[config.mk]
export PLATFORM = sky130hd
export DESIGN_NAME = surf_trig_deframer_flat
export DESIGN_NICKNAME = d
export VERILOG_FILES = /design/src/rtl/surf_trig_deframer_pkg.sv /design/src/rtl/surf_trig_deframer_if.sv /design/src/rtl/surf_trig_deframer_lane.sv /design/src/rtl/surf_trig_deframer.sv /design/src/flat_wrapper.sv
export SDC_FILE = /design/constraint.sdc
export NUM_CORES = 2
export LEC_CHECK = 0
export BUFFER_PORTS_ARGS = -buffer_cell sky130_fd_sc_hd__clkbuf_2
export CAP_MARGIN = 5
export CORE_AREA = 5 5 472 474
export DETAILED_ROUTE_END_ITERATION = 7
export DIE_AREA = 0 0 477 479
export PLACE_DENSITY = 0.45
export SLEW_MARGIN = 20
export SYNTH_ARGS = -nofsm -noshare
export SYNTH_HDL_FRONTEND = slang
export SYNTH_SLANG_ARGS = --single-unit
[constraint.sdc]
create_clock -name sysclk_i -period 7.6 [get_ports sysclk_i]
set_clock_uncertainty 0.15 [all_clocks]
set_input_delay 0.38 -clock sysclk_i [delete_from_list [all_inputs] [get_ports sysclk_i]]
set_output_delay 0.38 -clock sysclk_i [all_outputs]
set_load 0.03 [all_outputs]
[src/rtl/surf_trig_deframer_pkg.sv]
// pueo_trig_in_pkg: shared constants, lane status type, slot sequencer
// states and the real-lane to physical-port map for the SURF trigger
// deframer.
// Ports: none (package).
package pueo_trig_in_pkg;

    localparam int NREAL         = 28;
    localparam int TRIG_FLAG_BIT = 15;
    localparam int TRIG_W        = 12;
    localparam int META_W        = 8;

    typedef enum logic [1:0] {
        IDLE,
        HIT,
        FERR
    } lane_status_t;

    typedef enum logic {
        ST_IDLE,
        ST_W1
    } slot_state_t;

    // Real lane r = real_per_tio*t + s lives on physical port per_tio*t + s;
    // the trailing ports of each TURFIO are unpopulated.
    function automatic int lane_to_port(input int lane, input int per_tio, input int real_per_tio);
        return (lane / real_per_tio) * per_tio + (lane % real_per_tio);
    endfunction

endpackage

[src/rtl/surf_trig_deframer_if.sv]
// surf_trig_if: raw SURF trigger input bus and the per-slot snapshot output.
//   slot_start      slot clock 0 marker
//   trig_dat        NSURF x 16-bit raw words, port p at [16p +: 16]
//   trig_dat_valid  per-port link valid
//   trig            per-lane trigger field, NREAL x TRIG_W
//   trig_meta       per-lane metadata, NREAL x META_W
//   trig_hit        per-lane hit flags
//   trig_valid      one-clock snapshot strobe
// master = source of raw words / consumer of snapshot; slave = deframer.
interface surf_trig_if
    import pueo_trig_in_pkg::*;
#(
    parameter int NSURF = 32,
    parameter int NLANE = NREAL
) ();

    logic                      slot_start;
    logic [NSURF*16-1:0]       trig_dat;
    logic [NSURF-1:0]          trig_dat_valid;
    logic [NLANE*TRIG_W-1:0]   trig;
    logic [NLANE*META_W-1:0]   trig_meta;
    logic [NLANE-1:0]          trig_hit;
    logic                      trig_valid;

    modport master (
        output slot_start, trig_dat, trig_dat_valid,
        input  trig, trig_meta, trig_hit, trig_valid
    );

    modport slave (
        input  slot_start, trig_dat, trig_dat_valid,
        output trig, trig_meta, trig_hit, trig_valid
    );

endinterface

[src/rtl/surf_trig_deframer_lane.sv]
// surf_trig_lane_deframer: one real lane. Holds word0 and its link valid,
// then classifies against the live word1 presented during the word1 cycle.
//   clk, rst  system clock, synchronous active-high reset
//   cap0      latch word0 this cycle
//   word      live 16-bit word from this lane's port
//   valid     live link valid for this lane's port
//   mask      1 = lane forced idle
//   status    IDLE / HIT / FERR for (held word0, live word1)
//   trig      word0 trigger field when HIT, else 0
//   meta      word1 metadata when HIT, else 0
module surf_trig_lane_deframer
    import pueo_trig_in_pkg::*;
(
    input  logic                clk,
    input  logic                rst,
    input  logic                cap0,
    input  logic [15:0]         word,
    input  logic                valid,
    input  logic                mask,
    output lane_status_t        status,
    output logic [TRIG_W-1:0]   trig,
    output logic [META_W-1:0]   meta
);

    logic [15:0] w0;
    logic        v0;

    always_ff @(posedge clk) begin
        if (rst) begin
            w0 <= '0;
            v0 <= 1'b0;
        end else if (cap0) begin
            w0 <= word;
            v0 <= valid;
        end
    end

    always_comb begin
        status = IDLE;
        trig   = '0;
        meta   = '0;
        if (!mask && v0 && valid) begin
            if (w0 == 16'h0000 && word == 16'h0000) begin
                status = IDLE;
            end else if (w0[TRIG_FLAG_BIT] && !word[TRIG_FLAG_BIT]) begin
                status = HIT;
                trig   = w0[TRIG_W-1:0];
                meta   = word[META_W-1:0];
            end else begin
                status = FERR;
            end
        end
    end

endmodule

[src/rtl/surf_trig_deframer.sv]
// surf_trig_deframer: pairs word0/word1 of each 4-clock trigger slot on the
// 28 populated SURF lanes, classifies them, registers one snapshot per slot
// and keeps framing-error statistics.
//   sysclk_i      system clock
//   sysclk_rst_i  synchronous active-high reset
//   bus           surf_trig_if slave: raw words in, snapshot out
//   lane_mask_i   1 = lane forced idle, sampled in the word1 cycle
//   err_clear_i   clears err_count_o, err_lanes_o, slot_err_o
//   err_count_o   saturating framing error count
//   err_lanes_o   sticky per-lane framing error flags
//   slot_err_o    sticky early-restart flag
module surf_trig_deframer
    import pueo_trig_in_pkg::*;
#(
    parameter int NSURF              = 32,
    parameter int SURFS_PER_TIO      = 8,
    parameter int REAL_SURFS_PER_TIO = 7
) (
    input  logic               sysclk_i,
    input  logic               sysclk_rst_i,
    surf_trig_if.slave         bus,
    input  logic [NREAL-1:0]   lane_mask_i,
    input  logic               err_clear_i,
    output logic [15:0]        err_count_o,
    output logic [NREAL-1:0]   err_lanes_o,
    output logic               slot_err_o
);

    // state   | meaning
    // ST_IDLE | waiting for slot_start; a start here captures word0
    // ST_W1   | word0 held; this cycle is word1 unless slot_start restarts

    localparam int NTIO   = NSURF / SURFS_PER_TIO;
    localparam int NSPARE = SURFS_PER_TIO - REAL_SURFS_PER_TIO;
    localparam int CNT_W  = $clog2(NREAL + 1);

    slot_state_t state, state_nxt;
    logic        cap0, cap1, restart;

    logic [NSURF*16-1:0]  dat;
    lane_status_t         lane_status [NREAL];
    logic [TRIG_W-1:0]    lane_trig   [NREAL];
    logic [META_W-1:0]    lane_meta   [NREAL];

    logic [NREAL-1:0]         hit_vec, ferr_vec;
    logic [NREAL*TRIG_W-1:0]  trig_nxt;
    logic [NREAL*META_W-1:0]  meta_nxt;
    logic [CNT_W-1:0]         n_err;
    logic [16:0]              err_sum;

    logic [NTIO*NSPARE-1:0]   unused_ports;

    assign dat = bus.trig_dat;

    always_ff @(posedge sysclk_i) begin
        if (sysclk_rst_i) state <= ST_IDLE;
        else              state <= state_nxt;
    end

    always_comb begin
        state_nxt = state;
        cap0      = 1'b0;
        cap1      = 1'b0;
        restart   = 1'b0;
        case (state)
            ST_IDLE: begin
                if (bus.slot_start) begin
                    cap0      = 1'b1;
                    state_nxt = ST_W1;
                end
            end
            ST_W1: begin
                if (bus.slot_start) begin
                    // Pending slot is dropped; this word starts a new slot.
                    cap0    = 1'b1;
                    restart = 1'b1;
                end else begin
                    cap1      = 1'b1;
                    state_nxt = ST_IDLE;
                end
            end
            default: state_nxt = ST_IDLE;
        endcase
    end

    for (genvar r = 0; r < NREAL; r++) begin : g_lane
        localparam int P = lane_to_port(r, SURFS_PER_TIO, REAL_SURFS_PER_TIO);
        surf_trig_lane_deframer u_lane (
            .clk    (sysclk_i),
            .rst    (sysclk_rst_i),
            .cap0   (cap0),
            .word   (dat[16*P +: 16]),
            .valid  (bus.trig_dat_valid[P]),
            .mask   (lane_mask_i[r]),
            .status (lane_status[r]),
            .trig   (lane_trig[r]),
            .meta   (lane_meta[r])
        );
    end

    // Unpopulated ports are intentionally dropped.
    for (genvar t = 0; t < NTIO; t++) begin : g_tio
        for (genvar s = 0; s < NSPARE; s++) begin : g_spare
            localparam int P = t * SURFS_PER_TIO + REAL_SURFS_PER_TIO + s;
            assign unused_ports[t*NSPARE + s] = ^{dat[16*P +: 16], bus.trig_dat_valid[P]};
        end
    end

    always_comb begin
        hit_vec  = '0;
        ferr_vec = '0;
        trig_nxt = '0;
        meta_nxt = '0;
        n_err    = '0;
        for (int r = 0; r < NREAL; r++) begin
            hit_vec[r]                    = (lane_status[r] == HIT);
            ferr_vec[r]                   = (lane_status[r] == FERR);
            trig_nxt[TRIG_W*r +: TRIG_W]  = lane_trig[r];
            meta_nxt[META_W*r +: META_W]  = lane_meta[r];
            n_err                         = n_err + CNT_W'(ferr_vec[r]);
        end
        err_sum = {1'b0, err_count_o} + 17'(n_err);
    end

    always_ff @(posedge sysclk_i) begin
        if (sysclk_rst_i) begin
            bus.trig_valid <= 1'b0;
            bus.trig       <= '0;
            bus.trig_meta  <= '0;
            bus.trig_hit   <= '0;
            err_count_o    <= '0;
            err_lanes_o    <= '0;
            slot_err_o     <= 1'b0;
        end else begin
            bus.trig_valid <= cap1;
            if (cap1) begin
                bus.trig      <= trig_nxt;
                bus.trig_meta <= meta_nxt;
                bus.trig_hit  <= hit_vec;
            end
            // Clear has priority over any same-cycle error update.
            if (err_clear_i) begin
                err_count_o <= '0;
                err_lanes_o <= '0;
                slot_err_o  <= 1'b0;
            end else begin
                if (cap1) begin
                    err_lanes_o <= err_lanes_o | ferr_vec;
                    err_count_o <= err_sum[16] ? 16'hFFFF : err_sum[15:0];
                end
                if (restart) slot_err_o <= 1'b1;
            end
        end
    end

endmodule

[src/flat_wrapper.sv]
// flat-port wrapper written by rule: the top's interface ports become plain ports
module surf_trig_deframer_flat import pueo_trig_in_pkg::*;
#(
    parameter int NSURF              = 32,
    parameter int SURFS_PER_TIO      = 8,
    parameter int REAL_SURFS_PER_TIO = 7
)
  (sysclk_i, sysclk_rst_i, lane_mask_i, err_clear_i, err_count_o, err_lanes_o, slot_err_o, bus_slot_start, bus_trig_dat, bus_trig_dat_valid, bus_trig, bus_trig_meta, bus_trig_hit, bus_trig_valid);
  surf_trig_if #(.NSURF(NSURF), .NLANE((28))) bus_i ();
  input  logic sysclk_i;
  input  logic sysclk_rst_i;
  input  logic [NREAL-1:0] lane_mask_i;
  input  logic err_clear_i;
  output logic [15:0] err_count_o;
  output logic [NREAL-1:0] err_lanes_o;
  output logic slot_err_o;
  input wire logic [$bits(bus_i.slot_start)-1:0] bus_slot_start;
  input wire logic [$bits(bus_i.trig_dat)-1:0] bus_trig_dat;
  input wire logic [$bits(bus_i.trig_dat_valid)-1:0] bus_trig_dat_valid;
  output wire logic [$bits(bus_i.trig)-1:0] bus_trig;
  output wire logic [$bits(bus_i.trig_meta)-1:0] bus_trig_meta;
  output wire logic [$bits(bus_i.trig_hit)-1:0] bus_trig_hit;
  output wire logic [$bits(bus_i.trig_valid)-1:0] bus_trig_valid;
  assign bus_i.slot_start = bus_slot_start;
  assign bus_i.trig_dat = bus_trig_dat;
  assign bus_i.trig_dat_valid = bus_trig_dat_valid;
  assign bus_trig = bus_i.trig;
  assign bus_trig_meta = bus_i.trig_meta;
  assign bus_trig_hit = bus_i.trig_hit;
  assign bus_trig_valid = bus_i.trig_valid;
  surf_trig_deframer #(.NSURF(NSURF), .SURFS_PER_TIO(SURFS_PER_TIO), .REAL_SURFS_PER_TIO(REAL_SURFS_PER_TIO)) u_core (.sysclk_i(sysclk_i), .sysclk_rst_i(sysclk_rst_i), .bus(bus_i), .lane_mask_i(lane_mask_i), .err_clear_i(err_clear_i), .err_count_o(err_count_o), .err_lanes_o(err_lanes_o), .slot_err_o(slot_err_o));
endmodule
# Word-level counts from Yosys, hierarchy flattened

Cells that the tools add are included.

Multiplexer cells: 257
Bitwise logic cells: 1
Equality and inequality tests: 56
Reductions and logical operators: 225
Add/sub/neg operators: 28

Operators by type and width:

| operator                                                         | number |
|---|---|
| 12-bit 2-to-1 mux                                                | 84 |
| 16-bit zero test                                                 | 56 |
| 8-bit 2-to-1 mux                                                 | 84 |
| 2-bit 2-to-1 mux                                                 | 84 |
| 5-bit by 1-bit adder with 5-bit output                           | 26 |
| 1-bit logical AND                                                | 112 |
| 2-bit by 1-bit == test with 1-bit output (second input constant) | 28 |
| 2-bit == test (second input constant)                            | 28 |
| 1-bit zero test                                                  | 56 |
| 28-bit OR                                                        | 1 |
| 16-bit by 5-bit adder with 17-bit output                         | 1 |
| 16-bit 2-to-1 mux                                                | 1 |
| 1-bit 2-to-1 mux                                                 | 4 |
| 1-bit by 1-bit adder with 2-bit output                           | 1 |
| 2-bit OR reduction                                               | 1 |

Output and inout bits: 634
Register bits after elaboration: 1111

# Depth between registers and ports, before layout

Word-level depth: 35
Depth in mapped cells: 25

# Modules after synthesis

Synthesis repeated with hierarchy kept, for this count alone.

Cell total of the unflattened synthesis: 5408
Area, all modules: 47027.6 um^2

By module, submodules not included:

| module                  | instances | cells each | area each (um^2) |
|---|---|---|---|
| surf_trig_lane_deframer | 28        | 92         | 859.6 |
| surf_trig_deframer      | 1         | 2832       | 22959.5 |

# Worst setup path before layout

No wires, ideal clock.

Path kind: input-to-reg
Start point: input bus_trig_dat[12]
End point: register u_core.err_count_o[14]
Library setup time: 0.116 ns
Buffers on the path: 0
Path slack: 0.614 ns
Arrival time: 6.720 ns
Data required time: 7.334 ns
Cell stages on the path: 24
Cell sequence: nor4_1 -> nand4_1 -> nor2_1 -> nor3b_1 -> ha_1 -> inv_1 -> fa_1 -> fa_1 -> fa_1 -> fa_1 -> fa_1 -> fa_1 -> fa_1 -> fa_1 -> inv_1 -> a21o_1 -> a21oi_1 -> xnor2_1 -> ha_1 -> o21a_1 -> o31a_2 -> o21ai_2 -> or4b_1 -> o211a_1

Longest elaborated chain between the ends: 34

RTL lines:

| item                                                  | RTL line                      | text |
|---|---|---|
| start: declaration                                    | flat_wrapper.sv:18            | `input wire logic [$bits(bus_i.trig_dat)-1:0] bus_trig_dat;` |
| 16-bit zero test                                      | surf_trig_deframer_lane.sv:43 | `if (w0 == 16'h0000 && word == 16'h0000) begin` |
| 1-bit logical AND                                     | surf_trig_deframer_lane.sv:43 |  |
| 2-bit 2-to-1 mux                                      | surf_trig_deframer_lane.sv:43 |  |
| 2-bit 2-to-1 mux                                      | surf_trig_deframer_lane.sv:42 | `if (!mask && v0 && valid) begin` |
| 2-bit == test                                         | surf_trig_deframer.sv:117     | `ferr_vec[r] = (lane_status[r] == FERR);` |
| 1-bit by 1-bit adder with 2-bit output                | surf_trig_deframer.sv:120     | `n_err = n_err + CNT_W'(ferr_vec[r]);` |
| 5-bit by 1-bit adder with 5-bit output (26 in series) | surf_trig_deframer.sv:120     |  |
| 16-bit by 5-bit adder with 17-bit output              | surf_trig_deframer.sv:122     | `err_sum = {1'b0, err_count_o} + 17'(n_err);` |
| 16-bit 2-to-1 mux                                     | surf_trig_deframer.sv:149     | `err_count_o <= err_sum[16] ? 16'hFFFF : err_sum[15:0];` |
| end signal: assignment                                | surf_trig_deframer.sv:149     |  |
| end: declaration                                      | surf_trig_deframer.sv:24      | `output logic [15:0] err_count_o,` |

Every way passes these cells.
A chain may end at the register's enable or synchronous reset.

# Final worst setup path

Start point: input bus_trig_dat[176]
End point: register u_core.err_count_o[14]

Longest elaborated chain between the ends: 25

RTL lines:

| item                                                  | RTL line |
|---|---|
| 16-bit zero test                                      | surf_trig_deframer_lane.sv:43 |
| 1-bit logical AND                                     | surf_trig_deframer_lane.sv:43 |
| 2-bit 2-to-1 mux                                      | surf_trig_deframer_lane.sv:43 |
| 2-bit 2-to-1 mux                                      | surf_trig_deframer_lane.sv:42 |
| 2-bit == test                                         | surf_trig_deframer.sv:117 |
| 5-bit by 1-bit adder with 5-bit output (18 in series) | surf_trig_deframer.sv:120 |
| 16-bit by 5-bit adder with 17-bit output              | surf_trig_deframer.sv:122 |
| 16-bit 2-to-1 mux                                     | surf_trig_deframer.sv:149 |

Every way passes these cells.

==> metrics.txt <==
syn avg cell area=~10 um2; fin nets=6268; cell taking the most area after synthesis=dfxtp_1; final instance area=60080 um2; Max-Slew Margin vs Limit=26.53%; Root Buffer=clkbuf_16; main flop type after synthesis=dfxtp_1; most common cell after layout, fill and taps aside=clkbuf_2; first-pass GRT wire length=277.7 mm; Antenna Violating Nets Remaining=0; CP startpoint kind=primary input; hold_sp=err_clear_i; Fin. Hold Viols=0; number of global-route vias before repair=37593; synth top area cells=dfxtp_1 55%, mux2i_1 12%, nor2_1 8.3%; fin crit share=96.84%; H-tree depth=4; initial antenna violation count=43; most frequent cells in the layout=1139 x clkbuf_2, 1110 x dfxtp_1, 890 x nor2_1; CTS buffer count=135; worst vdd ir=between 0.00015 and 0.0002 V; die span in y=about 480 um; CP Launch Point=bus_trig_dat[176]; effective utilization at floorplan=18.45%; largest net degree at the start of global routing=~210; DR WL/cell=22.63 um; Detailed Routing Iterations Pass 1=5; top-area cell type share of the netlist area=55.20%; post-DR vias/cell=4.317; Max Cap Viol=0; critical path required time=just over 8000 ps; Final min period=7360 ps; CTS tree=yes; worst path setup slack after routing=240.0 ps; dpl ws=-666.9 ps; Die W=477 um; FP Rows=roughly 170; Clock Pin Slew Worst Setup and Hold Paths=60 ps; DIE AREA=228500 um2; total wire length=195.9 mm; outcome=complete, no violations; post-synthesis cell type count=55; Slew Limit Fails=0; Syn Nets=4563; port buffer count=1141; setup TNS=0 ps; Cell Area, Synth=40290 um2; Final GP Congestion=0.8980; placed wire-length estimate=roughly 150 mm; Seq/Total Area, Yosys=between 50% and 60%; Worst Path Arrival=7840 ps; # IOs=1210; unrepaired setup endpoints after global routing=yes; Yosys Warn Count=0; fraction of layout instances using a drive strength above 1=27.89%; Reg2Reg Launch Point=u_core.g_lane[0].u_lane.w0[6]$_SDFFE_PP0P_; hold_ws=66.84 ps; clk_lat worst skew=770 ps; Vias=37363; Worst Tran Pin Value=1102 ps; Post-Syn Instances=roughly 4000; Iter 0 DRT Violations=2103; Core Region=218400 um2; Worst Setup End Kind=flip-flop; Pleak=25.87 nW; GR Util All Layers=16.39%; Layout area overhead=49.11%; worst-path fanout max=4; worst setup path class=primary input to flip-flop; TritonCTS Sinks=1111; area of placed instances=50000 um2; #FFs+latches synth=between 1000 and 1500; setup violators final=0; Worst Hold Class=primary input to flip-flop; total gr overflow=0; Cell Pwr Density=roughly 230 nW/um2; Async S/R FF share, synth=0%; Post-synth EDFFs=0; CTS Buffer Depth=3; fmax=roughly 140 MHz; DR DRC count=0
worst max-delay path, stage by stage:
cell and delay, ps:
dlygate4sd3_1 580, clkbuf_2 170, nor4_4 280, buf_4 160
nand4_1 220, o211ai_1 320, buf_4 200, fa_2 480
fa_1 520, fa_1 570, fa_1 450, fa_2 620
fa_1 440, fa_2 390, fa_2 360, inv_2 50
a21o_1 110, a21oi_2 60, xnor2_1 150, ha_2 330
o21a_1 120, o31a_2 180, o21ai_2 70, or4b_1 500
o211a_1 130
cells in the mapped netlist (3+ instances only):
cell and number:
nand4_1 56, a22oi_1 360, nor3_1 13, nor4_1 245, a211oi_1 5, nor4_2 4, a22o_1 202, a21oi_1 38
dfxtp_1 1111, ha_1 14, nor2_1 892, xor2_1 3, xnor2_1 4, fa_1 21, mux2i_1 478, buf_1 10
nand2b_1 38, nor2b_1 3, nand3b_1 11, clkbuf_1 109, o211ai_1 17, buf_2 159, inv_1 26, nand2_1 48
a21o_1 5, o21ai_0 34, o21bai_1 10
power breakdown:
group	internal [mW]	switching (mW)
clock network	3.85	2.77
logic	0.545	0.630
registers	5.98	0.127
total	10.4	3.53
timing repair:
action | CTS | global route
setup endpoints to repair | 16 | 16
endpoints found under the hold margin | 747 | 0
gates resized for setup | 17 | 21
pin swaps | 4 | 25
hold buffers | 532 | 0
buffers inserted | 0 | 0
final cells by class:
cell class | instances | area (um2)
Antenna cell | 22 | 55.05
Sequential cell | 1111 | 22240
Timing Repair Buffer | 1849 | 12490
Multi-Input combinational cell | 2534 | 17070
Fill cell | 23181 | 158400
Clock buffer | 185 | 3840
Inverter | 26 | 97.59
Clock inverter | 56 | 701.9
Tap cell | 2871 | 3592
path summary, 6_finish.rpt:
check | endpoint | slack (ps) | cells past startpoint
setup reg to reg | u_core.err_count_o[14]$_SDFFE_PP0P_ | 260 | 24
hold reg to reg | u_core.err_lanes_o[24]$_SDFFE_PP0P_ | 300 | 2
setup / recovery | u_core.err_count_o[14]$_SDFFE_PP0P_ | 240 | 25
hold / removal | u_core.err_count_o[5]$_SDFFE_PP0P_ | 70 | 3
cell families (layout without fill, tap and decap cells):
group,count (synthesis),in the layout,synth area share (%)
AND/OR/NAND/NOR,1330,1330,14.95
flip-flops,1111,1111,55.20
AO/OA/AOI/OAI,684,684,12.96
multiplexers,478,478,11.87
buffers and inverters,307,2116,3.394
adder cells (fa/ha/maj),35,35,1.478
XOR/XNOR,7,7,0.1522
other,0,22,0
state kept, by name, summed over array words and instances (netlist names):
| register | flops |
|---|---|
| u_core.err_count_o | 16 |
| u_core.g_lane.u_lane.v0 | 28 |
| u_core.bus.trig_hit | 28 |
| u_core.g_lane.u_lane.w0 | 448 |
| u_core.bus.trig_valid | 1 |
| u_core.slot_err_o | 1 |
| u_core.bus.trig | 336 |
| u_core.err_lanes_o | 28 |
| u_core.state | 1 |
| u_core.bus.trig_meta | 224 |
stage by stage:
stage / instances / power (mW) / utilization [%]
detailed placement: 7860 / 7.152 / 22.89
global route: 8646 / 14.48 / 27.50
CTS: 8633 / 14.15 / 27.45
global placement: 7860 / 7.139 / 22.89
finish: 8654 / 13.90 / 27.51
floorplan: 3952 / 6.664 / -
metal layers:
metal  up-vias  track usage, %  share of wire, %  wire, um
met1     18016           18.96                40     78330
met3       286           5.804               8.2     16090
li1      17751               -                 -         -
met5         -               0             0.014        28
met4         6           5.018               3.3      6515
met2      1304           28.36                48     94910
(Power assumes the default switching activity.)
